$ cat src/rtl/censor_out_stage.sv
// rtl/censor_out_stage.sv - censor output stage: mask substitution, NUL drop, output FIFO, masked counter
module censor_out_stage #(
  parameter int                 CHAR_W    = 8,
  parameter logic [CHAR_W-1:0]  MASK_CHAR = 8'h2A,
  parameter int                 DEPTH     = 4,
  parameter int                 CNT_W     = 16
) (
  input  logic                       clk,
  input  logic                       rst_n,
  input  logic [CHAR_W-1:0]          in_char,
  input  logic                       in_mask,
  input  logic                       in_valid,
  output logic                       in_ready,
  input  logic [1:0]                 mode,
  output logic [CHAR_W-1:0]          out_char,
  output logic                       out_valid,
  input  logic                       out_ready,
  output logic [$clog2(DEPTH):0]     level,
  input  logic                       cnt_clr,
  output logic [CNT_W-1:0]           masked_count
);

  localparam int PW = $clog2(DEPTH);
  localparam int LW = PW + 1;

  logic [CHAR_W-1:0] mem [DEPTH];
  logic [PW-1:0]     wr_ptr;
  logic [PW-1:0]     rd_ptr;
  logic              run_flag;
  logic              run_next;
  logic              do_mask;
  logic              push;
  logic              wr_en;
  logic              pop;
  logic [CHAR_W-1:0] wr_char;

  assign in_ready  = (level != LW'(DEPTH));
  assign out_valid = (level != '0);
  assign out_char  = out_valid ? mem[rd_ptr] : '0;

  assign push  = in_valid && in_ready;
  assign wr_en = push && (in_char != '0);
  assign pop   = out_valid && out_ready;

  // The run flag tracks masked words in every non-zero mode so that
  // entering keep-first mode mid-word behaves as if it had been active.
  always_comb begin
    do_mask  = 1'b0;
    run_next = run_flag;
    if (mode == 2'd0) begin
      do_mask = in_mask;
    end else if (in_mask) begin
      do_mask  = (mode == 2'd1) && run_flag;
      run_next = 1'b1;
    end else begin
      run_next = 1'b0;
    end
  end

  assign wr_char = do_mask ? MASK_CHAR : in_char;

  always_ff @(posedge clk) begin
    if (wr_en) begin
      mem[wr_ptr] <= wr_char;
    end
  end

  always_ff @(posedge clk or negedge rst_n) begin
    if (!rst_n) begin
      wr_ptr       <= '0;
      rd_ptr       <= '0;
      level        <= '0;
      run_flag     <= 1'b0;
      masked_count <= '0;
    end else begin
      if (wr_en) begin
        wr_ptr   <= wr_ptr + 1'b1;
        run_flag <= run_next;
      end
      if (pop) begin
        rd_ptr <= rd_ptr + 1'b1;
      end
      case ({wr_en, pop})
        2'b10:   level <= level + 1'b1;
        2'b01:   level <= level - 1'b1;
        default: level <= level;
      endcase
      if (cnt_clr) begin
        masked_count <= '0;
      end else if (wr_en && do_mask && (masked_count != {CNT_W{1'b1}})) begin
        masked_count <= masked_count + 1'b1;
      end
    end
  end

endmodule
$ cat config.mk
export PLATFORM = sky130hd
export DESIGN_NAME = censor_out_stage
export DESIGN_NICKNAME = d
export VERILOG_FILES = /design/src/rtl/censor_out_stage.sv
export SDC_FILE = /design/constraint.sdc
export NUM_CORES = 1
export LEC_CHECK = 0
export CAP_MARGIN = 20
export CORE_MARGIN = 1
export CORE_UTILIZATION = 48
export CTS_CLUSTER_SIZE = 24
export DETAILED_ROUTE_END_ITERATION = 10
export PLACE_DENSITY = 0.82
export SLEW_MARGIN = 30
export SYNTH_ARGS = -nofsm -noshare
export SYNTH_HDL_FRONTEND = slang
export SYNTH_SLANG_ARGS = --single-unit
$ cat constraint.sdc
create_clock -name clk -period 1.95 [get_ports clk]
set_input_delay 0.195 -clock clk [delete_from_list [all_inputs] [get_ports clk]]
set_output_delay 0.195 -clock clk [all_outputs]
set_load 0.02 [all_outputs]
## Word level (Yosys, flattened, before mapping)

Memory sizes are Yosys's and may differ from the RTL's.
Cells that the tools add are included.

| cells by class | value |
|---|---|
| add/subtract/negate cells | 5 |
| equal/unequal tests | 5 |
| mux-type cells | 10 |
| bitwise logic cells | 1 |
| reduce and logical (&&, ||, !) cells | 12 |

Operators by type and width:

| kind | count |
|---|---|
| $mux W16 | 2 |
| $add A16 B1 Y16 const B | 1 |
| $mux W8 | 2 |
| $ne A16 B16 Y1 const B | 1 |
| $reduce_bool A8 Y1 | 1 |
| $logic_and A1 B1 Y1 | 6 |
| $pmux W3 S2 | 1 |
| $mux W1 | 5 |
| $add A2 B1 Y2 const B | 2 |
| $eq A2 B1 Y1 const B | 2 |
| $reduce_bool A2 Y1 | 2 |
| $add A3 B1 Y3 const B | 1 |
| $ne A3 B3 Y1 const B | 1 |
| $reduce_bool A3 Y1 | 1 |
| $sub A3 B1 Y3 const B | 1 |
| $eq A2 B2 Y1 const B | 1 |
| $logic_not A2 Y1 | 1 |
| $reduce_and A2 Y1 | 1 |
| $not A1 Y1 | 1 |

| word-level totals | value |
|---|---|
| register bits | 24 |
| memory bits (writable) | 32 |
| input port bits | 16 |
| output and inout port bits | 29 |
| logic and storage cells | 39 |
| memories | 1 |

Memories:

| name | depth | bits a word | rd ports | clocked after Yosys merged registers in | wr ports | line | text |
|---|---|---|---|---|---|---|---|
| mem | 4 | 8 | 1 | 0 | 1 | 26 | `logic [CHAR_W-1:0] mem [DEPTH];` |

## Depth between registers and ports, before layout

Gate-level depths: netlist (run 1).

| logic depth | value |
|---|---|
| depth in word-level cells | 8 |
| mapped depth | 10 |
| gate-level depth less buffers | 9 |

## Least setup slack after synthesis (run 1)

Ideal clock, no wire load.

| timing path | value |
|---|---|
| path type | reg2reg |
| start point | register level[2] |
| end point | register level[2] |
| arrival time | 2201 ps |
| setup slack | -331 ps |
| cell stages (with the launch flop) | 10 |
| period minus slack after synthesis | 2281 ps |
| cell sequence | dfrtp_1 -> or3_1 -> clkbuf_1 -> and2_1 -> ha_1 -> inv_1 -> fa_1 -> xor2_1 -> nor2_1 -> xor2_1 |

| on the way | value |
|---|---|
| elaborated cells on any way between the ends | 11 |
| those cells by class | 2 x add/sub; 3 x eq/ne; 1 x mux; 5 x reduce/logical |

RTL lines:

| element | line | text |
|---|---|---|
| from (decl) | 18 | `output logic [$clog2(DEPTH):0] level,` |
| from (signal assigned) | 84 | `2'b10: level <= level + 1'b1;` |
| from (signal assigned) | 85 | `2'b01: level <= level - 1'b1;` |
| from (signal assigned) | 86 | `default: level <= level;` |
| $reduce_bool A3 Y1 (*) | 38 | `assign out_valid = (level != '0);` |
| via out_valid | 16 | `output logic out_valid,` |
| $logic_and A1 B1 Y1 (*) | 43 | `assign pop = out_valid && out_ready;` |
| via pop | 34 | `logic pop;` |
| $eq A2 B1 Y1 / $eq A2 B2 Y1 (equally long branches) | 83 | `case ({wr_en, pop})` |
| $pmux W3 S2 / $reduce_bool A2 Y1 (equally long branches) | n/a |  |

Mark *: on every way through the listed nets, which the timed path passes. The rest lies on a longest branch.
A chain may end at the register's enable or synchronous reset.

## Worst setup path in the final report (run 1)

| timing path | value |
|---|---|
| start point | register level[0] |
| end point | register masked_count[14] |

| on the way | value |
|---|---|
| longest elaborated chain between the ends | 6 |

Ends and longest elaborated chain:

| element | line | text |
|---|---|---|
| $ne A3 B3 Y1 | 37 | `assign in_ready = (level != LW'(DEPTH));` |
| $logic_and A1 B1 Y1 | 41 | `assign push = in_valid && in_ready;` |
| $logic_and A1 B1 Y1 | 42 | `assign wr_en = push && (in_char != '0);` |
| $logic_and A1 B1 Y1 (2 in a row) | 90 | `end else if (wr_en && do_mask && (masked_count != {CNT_W{1'b1}})) begin` |
| $reduce_bool A2 Y1 (no line) | n/a |  |
| to (signal assigned) | 91 | `masked_count <= masked_count + 1'b1;` |
| to (decl) | 20 | `output logic [CNT_W-1:0] masked_count` |

Every way passes these cells.

==> out/summary.log, run 1 <==
INFO  power          max_vdd_drop=543uV
INFO  synth          avgSynthCellArea=13.4squm
INFO  sta            final_hold_slack=0.234ns
INFO  status         failed_checks=setup timing
INFO  hold_path      hold_path.class=in -> async
INFO  die            die-width=76.6um
INFO  status         result_of_the_run=finished, violations left
INFO  synth          synth_area=2670squm
INFO  sta            maxSlewHeadroom=70.0%
INFO  worst_setup_path worst-endpoint-required=2.19ns
INFO  sta            tightestPinTransition=0.449ns
INFO  synth          synth-edff-count=32
INFO  synth          post_synthesis_register_bit_count=56
INFO  route          routed_via_density=5.52
INFO  grt            grt_antenna_before_repair=0
INFO  sta            totalNegativeSetupSlack=-0.0677ns
INFO  power          power_leakage=1.47nW
INFO  route          ant_nets=0
INFO  layout         nNetsFinal=312
INFO  layout         multi_input_area=1140squm
INFO  synth          synth_cell_type_count=42
INFO  route          avgRoutedWirePerCell=16.6um
INFO  route          violation_count_after_the_first_detailed_routing_iteration=132
INFO  placed_design  hpwl_after_dpl=3920um
INFO  clock_tree     clock_tree_from_tritoncts=built
INFO  sta            grt_setup_unrepaired=yes
INFO  sta            maxSlewViolCount=0
INFO  layout         fillerInstances=352
INFO  clock_tree     clk_pin_slew=0.11ns
INFO  synth          ys_dominant_reg_cell=sky130_fd_sc_hd__edfxtp_1
INFO  grt            total_congestion_overflow_after_global_routing=0
INFO  die            overall_die_height=76.6um
INFO  layout         drive_gt1_share=36.2%
INFO  die            floorplan.core_area=5240squm
INFO  sta            maxClockFrequency=497MHz
INFO  worst_setup_path crit-reg2reg-launch=level[0]$_DFFE_PN0P_
INFO  sta            timing.final.setup_violations=2
INFO  synth          yosysWarningCount=0
INFO  sta            min_period=2.01ns
INFO  sta            setup_slack=-0.0627ns
INFO  worst_setup_path critical_path_arrival=2.25ns
INFO  worst_setup_path worst-r2r-setup-slack=-0.06ns
INFO  route          dr_drc_count=0
INFO  worst_setup_path critical_path_peak_fanout=6
INFO  grt            pin_count_of_the_biggest_net_entering_global_routing=25
INFO  clock_tree     cts_inserted_buffers=5
INFO  placed_design  postPlaceCellArea=3520squm
INFO  placed_design  dpl_worst_slack=-0.418ns
INFO  route          wl=5980um
INFO  layout         area_growth=40.4%
INFO  synth          post_synth_inst_count=200
INFO  worst_setup_path worstRegToRegCells=6
INFO  power          pwr_density_cell=1050nW/um^2
INFO  die            row_count=26
INFO  sta            clock_skew=0.00841ns
INFO  die            die-area=5870squm
INFO  die            floorplan.initialDensity=51.0%
INFO  clock_tree     clock-root-buffer=sky130_fd_sc_hd__clkbuf_8
INFO  layout         layout_utilization=71.6%
INFO  route          total_number_of_vias=1988
INFO  clock_tree     tritoncts_num_sinks=56
INFO  placed_design  routabilityCongestion=0.827
INFO  run            drv.max_cap_violation_count=0
INFO  worst_setup_path crit_type=reg -> reg
INFO  synth          postSynthNetCount=223
INFO  placed_design  place.port_buffers=44
INFO  grt            wire_length_of_the_first_global_routing_pass=9630um
INFO  clock_tree     clock_latency=0.32ns
INFO  synth          synth_sequential_area_ratio=58.4%
INFO  sta            hold_viol_final=0
INFO  layout         sequential_cell_area=1570squm
INFO  grt            grt_pass1_vias=2030
INFO  layout         insertedDiodeCount=0
INFO  worst_setup_path worst_setup_path_start_kind=flip-flop
INFO  synth          synthArstFlopShare=42.9%
INFO  worst_setup_path worst_setup_path_end_kind=flip-flop
INFO  clock_tree     ctsLongestPathBuffers=2
INFO  layout         postLayoutCellArea=3750squm
INFO  grt            grt_use_total=21.2%
INFO  sta            final.period_utilization=103%
INFO  worst_setup_path crit-reg2reg-capture=masked_count[14]$_DFFE_PN0P_
INFO  route          detail_route.first_pass.iterations=4
INFO  clock_tree     cts_max_level=2
INFO  die            num_io_pins=45
==> critical path, stage by stage (launching register included) <==
cell                       delay, ns
sky130_fd_sc_hd__dfrtp_2        0.42
sky130_fd_sc_hd__nor2_4         0.06
sky130_fd_sc_hd__a221oi_4       0.39
sky130_fd_sc_hd__o311ai_4       0.20
sky130_fd_sc_hd__buf_6          0.18
sky130_fd_sc_hd__or4_4          0.51
sky130_fd_sc_hd__a21oi_2        0.18
==> flip-flops by register name (all words and copies together) (netlist names) <==
register	cells
wr_ptr	2
mem	32
run_flag	1
masked_count	16
rd_ptr	2
level	3
==> area by class of cell <==
type / instances / share of cell area (%)
well taps: 70 / 2.33
repair buffers: 90 / 22.1
inverters: 10 / 1.00
multi-input cells: 126 / 30.3
clock inverters: 3 / 0.667
clock buffers: 5 / 1.83
flip-flops and latches: 56 / 41.8
==> cells in the final DEF, fill, tap and decap left out, types with 5 or more instances in the layout <==
cell / count
sky130_fd_sc_hd__buf_4: 37
sky130_fd_sc_hd__edfxtp_1: 32
sky130_fd_sc_hd__clkdlybuf4s50_1: 29
sky130_fd_sc_hd__dfrtp_1: 19
sky130_fd_sc_hd__and2_1: 17
sky130_fd_sc_hd__nand2_1: 9
sky130_fd_sc_hd__inv_1: 8
sky130_fd_sc_hd__mux4_2: 8
sky130_fd_sc_hd__or3_1: 7
sky130_fd_sc_hd__a21oi_2: 7
sky130_fd_sc_hd__buf_2: 7
sky130_fd_sc_hd__a21oi_1: 6
sky130_fd_sc_hd__dlymetal6s2s_1: 6
sky130_fd_sc_hd__nor2_1: 5
sky130_fd_sc_hd__clkbuf_8: 5
sky130_fd_sc_hd__dfrtp_2: 5
sky130_fd_sc_hd__buf_6: 5
==> per-layer routing <==
metal | vias to the layer above | GRT usage [%] | wire length [um]
met2 | 82 | 36.1 | 3090
met4 | 0 | 8.27 | 122
met5 | - | 0 | 0
met3 | 13 | 3.95 | 312
li1 | 916 | - | -
met1 | 977 | 26.6 | 2450
==> synth_stat cells (3+ instances only) <==
library cell               instances  area, sq um
sky130_fd_sc_hd__and2_1           19          119
sky130_fd_sc_hd__nand2b_1          3         18.8
sky130_fd_sc_hd__xor2_1            4         35.0
sky130_fd_sc_hd__nor2_1            6         22.5
sky130_fd_sc_hd__nand3_1           4         20.0
sky130_fd_sc_hd__or4_1             4         30.0
sky130_fd_sc_hd__or3_1             8         50.1
sky130_fd_sc_hd__clkbuf_1          3         11.3
sky130_fd_sc_hd__xnor2_1           3         26.3
sky130_fd_sc_hd__o21ai_0           4         20.0
sky130_fd_sc_hd__ha_1              6         75.1
sky130_fd_sc_hd__edfxtp_1         32          961
sky130_fd_sc_hd__inv_1            10         37.5
sky130_fd_sc_hd__a21oi_1          13         65.1
sky130_fd_sc_hd__nand2_1           9         33.8
sky130_fd_sc_hd__nand4_1           4         25.0
sky130_fd_sc_hd__o21ai_1           4         20.0
sky130_fd_sc_hd__mux4_2            8          180
sky130_fd_sc_hd__o31ai_1           5         37.5
sky130_fd_sc_hd__dfrtp_1          24          601
==> per-stage QoR <==
step / cells / power [W]
3_5_place_dp: 344 / 0.00337
6_report: 360 / 0.00395
2_1_floorplan: 200 / 0.00265
3_3_place_gp: 344 / 0.00332
5_1_grt: 360 / 0.00418
4_1_cts: 357 / 0.00402
==> cell families after synthesis <==
group / share of synthesized area, %
and+or+nand+nor: 15.9
DFF: 58.4
AOI/OAI and AO/OA: 7.96
buffers and inverters: 3.42
adders and majority gates: 3.56
xor gates and xnor gates: 2.29
muxes: 8.47
==> how the worst max path moves through the flow <==
stage,startpoint,endpoint,slack [ns],depth (start not counted)
after floorplan,level[2]$_DFFE_PN0P_,level[2]$_DFFE_PN0P_,-0.05,9
final,level[0]$_DFFE_PN0P_,masked_count[14]$_DFFE_PN0P_,-0.06,6
after detailed placement,in_char[4],level[2]$_DFFE_PN0P_,-0.42,10
after global placement,in_char[4],level[2]$_DFFE_PN0P_,-0.36,10
after CTS,level[2]$_DFFE_PN0P_,masked_count[14]$_DFFE_PN0P_,-0.04,6
after global routing,level[0]$_DFFE_PN0P_,masked_count[14]$_DFFE_PN0P_,-0.09,6
==> what timing repair did <==
action,CTS,global route
endpoints found under the setup margin,19,24
hold buffers,0,0
gates resized for setup,31,32
buffers inserted,5,4
pin swaps,13,12
==> power by group <==
group,internal (W),switching [W],leakage (nW)
clock network,0.000263,0.000399,0.0452
logic,0.000853,0.000789,0.822
registers,0.00150,0.000143,0.604
Power figures use the tool's default switching activity.
==> run 2: changes to the inputs <==
--- a/config.mk
+++ b/config.mk
@@ -5,12 +5,13 @@
 export SDC_FILE = /design/constraint.sdc
 export NUM_CORES = 1
 export LEC_CHECK = 0
+export ABC_AREA = 1
 export CAP_MARGIN = 20
 export CORE_MARGIN = 1
-export CORE_UTILIZATION = 48
+export CORE_UTILIZATION = 49
 export CTS_CLUSTER_SIZE = 24
 export DETAILED_ROUTE_END_ITERATION = 10
-export PLACE_DENSITY = 0.82
+export PLACE_DENSITY = 0.83
 export SLEW_MARGIN = 30
 export SYNTH_ARGS = -nofsm -noshare
 export SYNTH_HDL_FRONTEND = slang
==> constraint.sdc (replaced) <==
create_clock -name clk -period 1.8 [get_ports clk]
set_input_delay 0.18 -clock clk [delete_from_list [all_inputs] [get_ports clk]]
set_output_delay 0.18 -clock clk [all_outputs]
set_load 0.02 [all_outputs]
==> out/summary.log, run 2 <==
INFO  status         result_of_the_run=complete, no violations
INFO  worst_setup_path critical_path.max_stage_delay=0.44ns [-0.07 ns]
INFO  layout         max_flop_register=mem
INFO  die            floorplan.initialDensity=51.9% [+0.87 points]
INFO  synth          yosys-top-cells-count=sky130_fd_sc_hd__nor2_1 (60), sky130_fd_sc_hd__nand2_1 (58), sky130_fd_sc_hd__inv_1 (34)
INFO  grt            wire_length_of_the_first_global_routing_pass=10800um [+13%]
INFO  layout         final_common_cell=sky130_fd_sc_hd__nor2_1
INFO  clock_tree     clock-root-buffer=sky130_fd_sc_hd__clkbuf_8
INFO  synth          post_synth_inst_count=328 [+64%]
INFO  grt            grt_use_total=22.5% [+1.3 points]
INFO  route          met2RoutedLength=3340um [+7.9%]
INFO  worst_setup_path critical_path.cell_chain=nor2_4 -> a21boi_4 -> nand2_2 -> ha_4 -> inv_2 -> fa_2 -> a21oi_2 -> o21ai_1 -> xnor2_1
INFO  worst_setup_path crit_type=reg -> reg
INFO  layout         drive_gt1_share=18.7% [-18 points]
INFO  synth          yosysWarningCount=0 [unchanged]
INFO  worst_setup_path worst-endpoint-required=2.03ns [-0.16 ns]
INFO  placed_design  routabilityCongestion=0.813 [-1.7%]
INFO  hold_path      hold_path.class=in -> async
INFO  worst_setup_path worst_path_max_delay_cell=sky130_fd_sc_hd__dfrtp_2
INFO  power          power.combinational.fraction=45.3% [+3.7 points]
INFO  sta            grt_setup_unrepaired=yes
INFO  clock_tree     postCtsHoldBufs=0 [unchanged]
INFO  synth          yosys.area.top_type_share=32.8% [-3.1 points]
INFO  clock_tree     clock_tree_from_tritoncts=built
INFO  clock_tree     cts_inserted_buffers=5 [unchanged]
INFO  synth          synthArstFlopShare=42.9% [unchanged]
INFO  clock_tree     tritoncts_num_sinks=56 [unchanged]
INFO  die            num_io_pins=45 [unchanged]
INFO  worst_setup_path critical-path-top-delay-family=adder cells
INFO  sta            tightestPinTransition=0.352ns [-0.0974 ns]
INFO  power          switching_power=0.00174W [+31%]
INFO  synth          post_synthesis_register_bit_count=56 [unchanged]
INFO  clock_tree     clk_pin_slew=0.10ns [about the same]
INFO  synth          synth-edff-count=32 [unchanged]
INFO  layout         nNetsFinal=423 [+36%]
INFO  route          maxUsedRoutingLayer=met4
INFO  placed_design  place.port_buffers=44 [unchanged]
INFO  power          pwr_density_cell=1200nW/um^2 [+14%]
INFO  synth          post_synth_main_area_contributors=sky130_fd_sc_hd__edfxtp_1 (33%), sky130_fd_sc_hd__dfrtp_1 (21%), sky130_fd_sc_hd__nor2_1 (7.7%)
INFO  clock_tree     cts_max_level=2 [unchanged]
INFO  layout         area_growth=28.7%
INFO  sta            final.period_utilization=98.3% [-4.9 points]
INFO  worst_setup_path critical_path_peak_fanout=3 [-3]
INFO  layout         leading_cell_types_in_the_layout_fill_and_taps_excluded=sky130_fd_sc_hd__nor2_1 (58), sky130_fd_sc_hd__nand2_1 (57), sky130_fd_sc_hd__clkdlybuf4s50_1 (35)
INFO  route          total_number_of_vias=2425 [+22%]
INFO  route          routed_via_density=5.13 [-7.2%]
INFO  clock_tree     clock_latency=0.31ns [about the same]
INFO  power          max_vdd_drop=648uV [+19%]
INFO  sta            maxClockFrequency=565MHz [+14%]
INFO  synth          synth_area=2930squm [+9.6%]
INFO  placed_design  hpwl_after_dpl=4600um [+17%]
INFO  power          p_sw_share=38.6% [+4.9 points]
INFO  grt            grt_antenna_before_repair=0 [unchanged]
INFO  die            die-area=6290squm [+7.1%]
INFO  placed_design  postPlaceCellArea=3680squm [+4.6%]
INFO  synth          yosysTopAreaCell=sky130_fd_sc_hd__edfxtp_1
INFO  route          detail_route.first_pass.iterations=4 [unchanged]
INFO  synth          synth_sequential_area_ratio=53.3% [-5.1 points]
INFO  sta            min_period=1.77ns [-0.244 ns]
INFO  worst_setup_path critical_path_buf_inv_count=1 [unchanged]
INFO  synth          synth_cell_type_count=28 [-33%]
INFO  power          power_frac_clock=15.4% [-1.4 points]
INFO  sta            maxSlewViolCount=0 [unchanged]
INFO  route          violation_count_after_the_first_detailed_routing_iteration=137 [+3.8%]
INFO  route          ant_nets=0 [unchanged]
INFO  route          wl_met3=235um [-25%]
INFO  grt            pin_count_of_the_biggest_net_entering_global_routing=33 [+32%]
INFO  power          power_leakage=1.62nW [+10%]
INFO  route          avgRoutedWirePerCell=13.6um [-18%]
INFO  clock_tree     ctsLongestPathBuffers=2 [unchanged]
INFO  power          intPower=0.00277W [+5.8%]
INFO  sta            clock_skew=0.00577ns [-0.00264 ns]
INFO  synth          ys_dominant_reg_cell=sky130_fd_sc_hd__edfxtp_1
INFO  die            overall_die_height=79.3um [+3.5%]
INFO  sta            hold_viol_final=0 [unchanged]
INFO  layout         fillerInstances=451 [+28%]
INFO  route          wl_met1=2760um [+13%]
INFO  worst_setup_path worst_setup_path_end_kind=flip-flop
INFO  layout         multi_input_area=1210squm [+6.4%]
INFO  sta            maxSlewHeadroom=76.4% [+6.4 points]
INFO  worst_setup_path critical_path_arrival=2.00ns [-0.25 ns]
INFO  run            drv.max_cap_violation_count=0 [unchanged]
INFO  sta            final_hold_slack=0.230ns [-0.00416 ns]
INFO  power          design_power_total=0.00451W [+14%]
INFO  synth          post-synth-top-count-cell=sky130_fd_sc_hd__nor2_1
INFO  layout         insertedDiodeCount=0 [unchanged]
INFO  synth          postSynthNetCount=351 [+57%]
INFO  route          wl=6410um [+7.3%]
INFO  power          power.share.sequential=39.3% [-2.4 points]
INFO  synth          avgSynthCellArea=8.93squm [-33%]
INFO  grt            grt_pass1_vias=2443 [+20%]
INFO  layout         reg.largest.list=mem (32), masked_count (16), level (3)
INFO  sta            timing.final.setup_violations=0 [-2]
INFO  worst_setup_path worst_setup_path_start_kind=flip-flop
INFO  layout         flip_flop_count_of_the_largest_register_after_layout=32 [unchanged]
INFO  route          dr_drc_count=0 [unchanged]
INFO  die            row_count=27 [+3.8%]
INFO  grt            total_congestion_overflow_after_global_routing=0 [unchanged]
INFO  layout         sequential_cell_area=1570squm [about the same]
INFO  die            floorplan.core_area=5640squm [+7.7%]
INFO  die            die-width=79.3um [+3.5%]
INFO  layout         postLayoutCellArea=3770squm [+0.43%]
==> run 2: path summary, 6_finish.rpt <==
kind                                         end  cells past startpoint                  from  slack (ns)
setup reg to reg            level[2]$_DFFE_PN0P_                      9  level[1]$_DFFE_PN0P_        0.03
min in group clk            run_flag$_DFFE_PN0P_                      3               in_mask        0.53
hold / removal              level[2]$_DFFE_PN0P_                      2                 rst_n        0.23
setup / recovery            level[2]$_DFFE_PN0P_                      9  level[1]$_DFFE_PN0P_        0.03
max in group asynchronous  rd_ptr[0]$_DFFE_PN0P_                      2                 rst_n        1.30
hold reg to reg             run_flag$_DFFE_PN0P_                      2  run_flag$_DFFE_PN0P_        0.53
==> run 2: area by class of cell <==
cell class                 count  area share [%]
clock buffer                   5            1.83
clock inverter                 3           0.598
inverter                      40            4.05
multi-input combinational    223            32.1
sequential                    56            41.6
tap                           72            2.39
timing repair buffer          74            17.5
==> run 2: what timing repair did <==
action                                  4_1_cts  5_1_grt
pin swaps                                     1        5
resized for setup                            21       15
endpoints found under the setup margin        9       10
setup buffers                                 1        2
==> run 2: worst reg2reg max path, stage by stage (launching register included) <==
cell	delay, ns
sky130_fd_sc_hd__dfrtp_2	0.44
sky130_fd_sc_hd__nor2_4	0.15
sky130_fd_sc_hd__a21boi_4	0.08
sky130_fd_sc_hd__nand2_2	0.10
sky130_fd_sc_hd__ha_4	0.12
sky130_fd_sc_hd__inv_2	0.04
sky130_fd_sc_hd__fa_2	0.35
sky130_fd_sc_hd__a21oi_2	0.15
sky130_fd_sc_hd__o21ai_1	0.09
sky130_fd_sc_hd__xnor2_1	0.17
==> run 2: kinds of logic (layout without fill, tap and decap cells) <==
kind of cell	count (synthesis)	after routing	synth area share, %
xor gates and xnor gates	12	12	3.59
DFF	56	56	53.3
buffers and inverters	49	122	7.05
and+or+nand+nor	173	173	27.2
adders and majority gates	7	7	3.25
AOI/OAI and AO/OA	31	31	5.60
==> run 2: layer usage <==
metal  GRT usage [%]  up-vias
met4            9.09        0
li1                -     1209
met2            38.8       54
met5               0        -
met3            3.56        7
met1            28.0     1155
==> run 2: power by group through the flow <==
stage          registers, W  logic [W]  clock network [W]
2_1_floorplan       0.00180    0.00117                  0
3_3_place_gp        0.00179    0.00206                  0
3_5_place_dp        0.00180    0.00214                  0
4_1_cts             0.00177    0.00210           0.000706
5_1_grt             0.00180    0.00226           0.000758
6_report            0.00177    0.00205           0.000695
==> run 2: metrics by stage <==
step	util [%]	instances	TNS, ns	worst slack [ns]
finish	66.8	473	0	0.0312
global route	66.8	473	-0.108	-0.0811
CTS	67.1	471	0	0.00173
detailed placement	65.3	462	-0.558	-0.267
global placement	65.3	462	-0.170	-0.134
floorplan	-	328	0	0.0129
==> run 3: changes to the inputs <==
--- a/config.mk
+++ b/config.mk
@@ -5,13 +5,12 @@
 export SDC_FILE = /design/constraint.sdc
 export NUM_CORES = 1
 export LEC_CHECK = 0
-export ABC_AREA = 1
 export CAP_MARGIN = 20
 export CORE_MARGIN = 1
-export CORE_UTILIZATION = 49
+export CORE_UTILIZATION = 28
 export CTS_CLUSTER_SIZE = 24
 export DETAILED_ROUTE_END_ITERATION = 10
-export PLACE_DENSITY = 0.83
+export PLACE_DENSITY = 0.54
 export SLEW_MARGIN = 30
 export SYNTH_ARGS = -nofsm -noshare
 export SYNTH_HDL_FRONTEND = slang
==> constraint.sdc (replaced) <==
create_clock -name clk -period 1.9 [get_ports clk]
set_input_delay 0.19 -clock clk [delete_from_list [all_inputs] [get_ports clk]]
set_output_delay 0.19 -clock clk [all_outputs]
set_load 0.02 [all_outputs]
==> out/summary.log, run 3 (synthesis gave the netlist of run 1 again) <==
INFO  die            num_io_pins=45 [unchanged]
INFO  layout         leading_cell_types_in_the_layout_fill_and_taps_excluded=sky130_fd_sc_hd__buf_4 (55), sky130_fd_sc_hd__edfxtp_1 (32), sky130_fd_sc_hd__clkdlybuf4s50_1 (27)
INFO  route          routed_via_density=4.52 [-12%]
INFO  placed_design  place.port_buffers=44 [unchanged]
INFO  worst_setup_path crit-reg2reg-launch=level[2]$_DFFE_PN0P_
INFO  die            overall_die_height=99.7um [+26%]
INFO  sta            maxSlewHeadroom=74.9% [-1.6 points]
INFO  layout         max_flop_register=mem
INFO  die            die-area=9940squm [+58%]
INFO  worst_setup_path worst-r2r-setup-slack=-0.002ns [-0.03 ns]
INFO  worst_setup_path worst_setup_path_end_kind=flip-flop
INFO  worst_setup_path worst_path_max_delay_cell=sky130_fd_sc_hd__or4b_4
INFO  worst_setup_path worstRegToRegCells=6 [-3]
INFO  route          violation_count_after_the_first_detailed_routing_iteration=60 [-56%]
INFO  route          detail_route.first_pass.iterations=4 [unchanged]
INFO  route          dr_drc_count=0 [unchanged]
INFO  placed_design  hpwl_after_dpl=4260um [-7.5%]
INFO  route          total_number_of_vias=1958 [-19%]
INFO  worst_setup_path crit-reg2reg-capture=masked_count[8]$_DFFE_PN0P_
INFO  sta            clock_skew=0.0104ns [+0.00464 ns]
INFO  worst_setup_path critical_path.max_stage_delay=0.48ns [+0.04 ns]
INFO  sta            timing.final.setup_violations=2 [+2]
INFO  grt            total_congestion_overflow_after_global_routing=0 [unchanged]
INFO  die            die-width=99.7um [+26%]
INFO  worst_setup_path crit_type=reg -> reg
INFO  layout         area_growth=49.0%
INFO  die            floorplan.initialDensity=28.9% [-23 points]
INFO  clock_tree     postCtsHoldBufs=0 [unchanged]
INFO  power          power_frac_clock=16.1% [+0.7 points]
INFO  power          intPower=0.00300W [+8.4%]
INFO  sta            hold_viol_final=0 [unchanged]
INFO  die            row_count=35 [+30%]
INFO  power          pwr_density_cell=1120nW/um^2 [-6.4%]
INFO  sta            final.period_utilization=100% [+1.9 points]
INFO  worst_setup_path critical_path_peak_fanout=7 [+4]
INFO  run            drv.max_cap_violation_count=0 [unchanged]
INFO  layout         nNetsFinal=326 [-23%]
INFO  sta            final_hold_slack=0.223ns [-0.00674 ns]
INFO  layout         flip_flop_count_of_the_largest_register_after_layout=32 [unchanged]
INFO  status         result_of_the_run=finished, violations left
INFO  placed_design  postPlaceCellArea=3690squm [+0.31%]
INFO  power          power.combinational.fraction=46.6% [+1.3 points]
INFO  sta            grt_setup_unrepaired=yes
INFO  layout         insertedDiodeCount=0 [unchanged]
INFO  layout         fillerInstances=883 [+96%]
INFO  clock_tree     clock_latency=0.32ns [about the same]
INFO  sta            setup_slack=-0.00233ns [-0.0335 ns]
INFO  hold_path      hold_path.class=in -> async
INFO  grt            grt_pass1_vias=2036 [-17%]
INFO  route          wl=6080um [-5.3%]
INFO  layout         final_common_cell=sky130_fd_sc_hd__buf_4
INFO  power          power.share.sequential=37.4% [-1.9 points]
INFO  layout         reg.largest.list=mem (32), masked_count (16), level (3)
INFO  worst_setup_path critical_path_buf_inv_count=2 [+1]
INFO  die            floorplan.core_area=9240squm [+64%]
INFO  worst_setup_path setup.worst_path.start=level[2]$_DFFE_PN0P_
INFO  grt            grt_use_total=12.8% [-9.7 points]
INFO  placed_design  routabilityCongestion=0.785 [-3.5%]
INFO  sta            maxClockFrequency=526MHz [-7.0%]
INFO  clock_tree     tritoncts_num_sinks=56 [unchanged]
INFO  power          p_sw_share=32.8% [-5.8 points]
INFO  layout         postLayoutCellArea=3980squm [+5.7%]
INFO  grt            pin_count_of_the_biggest_net_entering_global_routing=25 [-24%]
INFO  worst_setup_path worst_setup_path_start_kind=flip-flop
INFO  clock_tree     cts_max_level=2 [unchanged]
INFO  route          avgRoutedWirePerCell=14.0um [+3.5%]
INFO  sta            min_period=1.90ns [+0.134 ns]
INFO  clock_tree     cts_inserted_buffers=5 [unchanged]
INFO  grt            grt_antenna_before_repair=0 [unchanged]
INFO  worst_setup_path critical-path-top-delay-family=compound AO/OA/AOI/OAI gates
INFO  worst_setup_path worst-endpoint-required=2.16ns [+0.13 ns]
INFO  worst_setup_path critical_path_arrival=2.16ns [+0.16 ns]
INFO  power          power_leakage=1.55nW [-4.4%]
INFO  worst_setup_path worst_path_most_repeated_cell=sky130_fd_sc_hd__buf_12
INFO  sta            tightestPinTransition=0.374ns [+0.0223 ns]
INFO  clock_tree     clock_tree_from_tritoncts=built
INFO  power          max_vdd_drop=523uV [-19%]
INFO  clock_tree     clock-root-buffer=sky130_fd_sc_hd__clkbuf_8
INFO  status         failed_checks=setup timing
INFO  sta            maxSlewViolCount=0 [unchanged]
INFO  layout         drive_gt1_share=41.4% [+23 points]
INFO  power          switching_power=0.00146W [-16%]
INFO  clock_tree     ctsLongestPathBuffers=2 [unchanged]
INFO  clock_tree     clk_pin_slew=0.11ns [about the same]
INFO  grt            wire_length_of_the_first_global_routing_pass=9890um [-8.8%]
INFO  route          ant_nets=0 [unchanged]
INFO  worst_setup_path critical_path.cell_chain=a221oi_4 -> buf_12 -> o311ai_4 -> buf_12 -> or4b_4 -> a21oi_2
[run 3: metrics by stage]
step           power (W)  std cells  TNS [ns]  util [%]  worst slack (ns)
2_1_floorplan    0.00272        200    -0.198         -            -0.105
3_3_place_gp     0.00358        415     -9.15      40.0            -0.478
3_5_place_dp     0.00360        415    -10.56      40.0            -0.505
4_1_cts          0.00428        430   -0.0247      41.8           -0.0247
5_1_grt          0.00473        433    -0.607      43.1           -0.0649
6_report         0.00447        433  -0.00314      43.1          -0.00233
[run 3: how the worst max path moves through the flow]
stage,endpoint,slack (ns),depth (start not counted)
floorplan,level[2]$_DFFE_PN0P_,-0.10,9
global placement,level[2]$_DFFE_PN0P_,-0.48,10
detailed placement,level[2]$_DFFE_PN0P_,-0.51,10
CTS,masked_count[1]$_DFFE_PN0P_,-0.02,8
global route,masked_count[10]$_DFFE_PN0P_,-0.06,6
finish,masked_count[8]$_DFFE_PN0P_,-0.002,6
[run 3: routing by layer]
| metal | GRT usage [%] | vias up | part of all wire [%] |
|---|---|---|---|
| met1 | 16.0 | 978 | 46 |
| met2 | 22.0 | 33 | 50 |
| met3 | 2.81 | 5 | 3.4 |
| li1 | - | 942 | - |
| met4 | 3.73 | 0 | 0.76 |
| met5 | 0 | - | 0 |
[run 3: repair_timing]
action / CTS / global route
endpoints found under the setup margin: 25 / 24
pin swaps: 11 / 17
gates resized for setup: 49 / 27
setup buffers: 7 / 3
cloned: 0 / 1
[run 3: power by group through the flow]
stage | Sequential (W) | Clock, W | Combinational [W]
finish | 0.00167 | 0.000717 | 0.00208
global route | 0.00169 | 0.000789 | 0.00224
CTS | 0.00166 | 0.000740 | 0.00187
detailed placement | 0.00168 | 0 | 0.00192
global placement | 0.00168 | 0 | 0.00191
floorplan | 0.00170 | 0 | 0.00102
[run 3: final cells by class]
type	instances	area [sq um]	area share, %
inverters	10	37.5	0.943
flip-flops and latches	56	1570	39.4
clock inverters	3	28.8	0.723
repair buffers	104	962	24.2
well taps	129	161	4.05
multi-input cells	126	1150	29.0
clock buffers	5	68.8	1.73
[run 3: worst register-to-register path, stage by stage (launching register included)]
cell and delay [ns]:
sky130_fd_sc_hd__dfrtp_2 0.46, sky130_fd_sc_hd__a221oi_4 0.36, sky130_fd_sc_hd__buf_12 0.15, sky130_fd_sc_hd__o311ai_4 0.11
sky130_fd_sc_hd__buf_12 0.17, sky130_fd_sc_hd__or4b_4 0.48, sky130_fd_sc_hd__a21oi_2 0.13
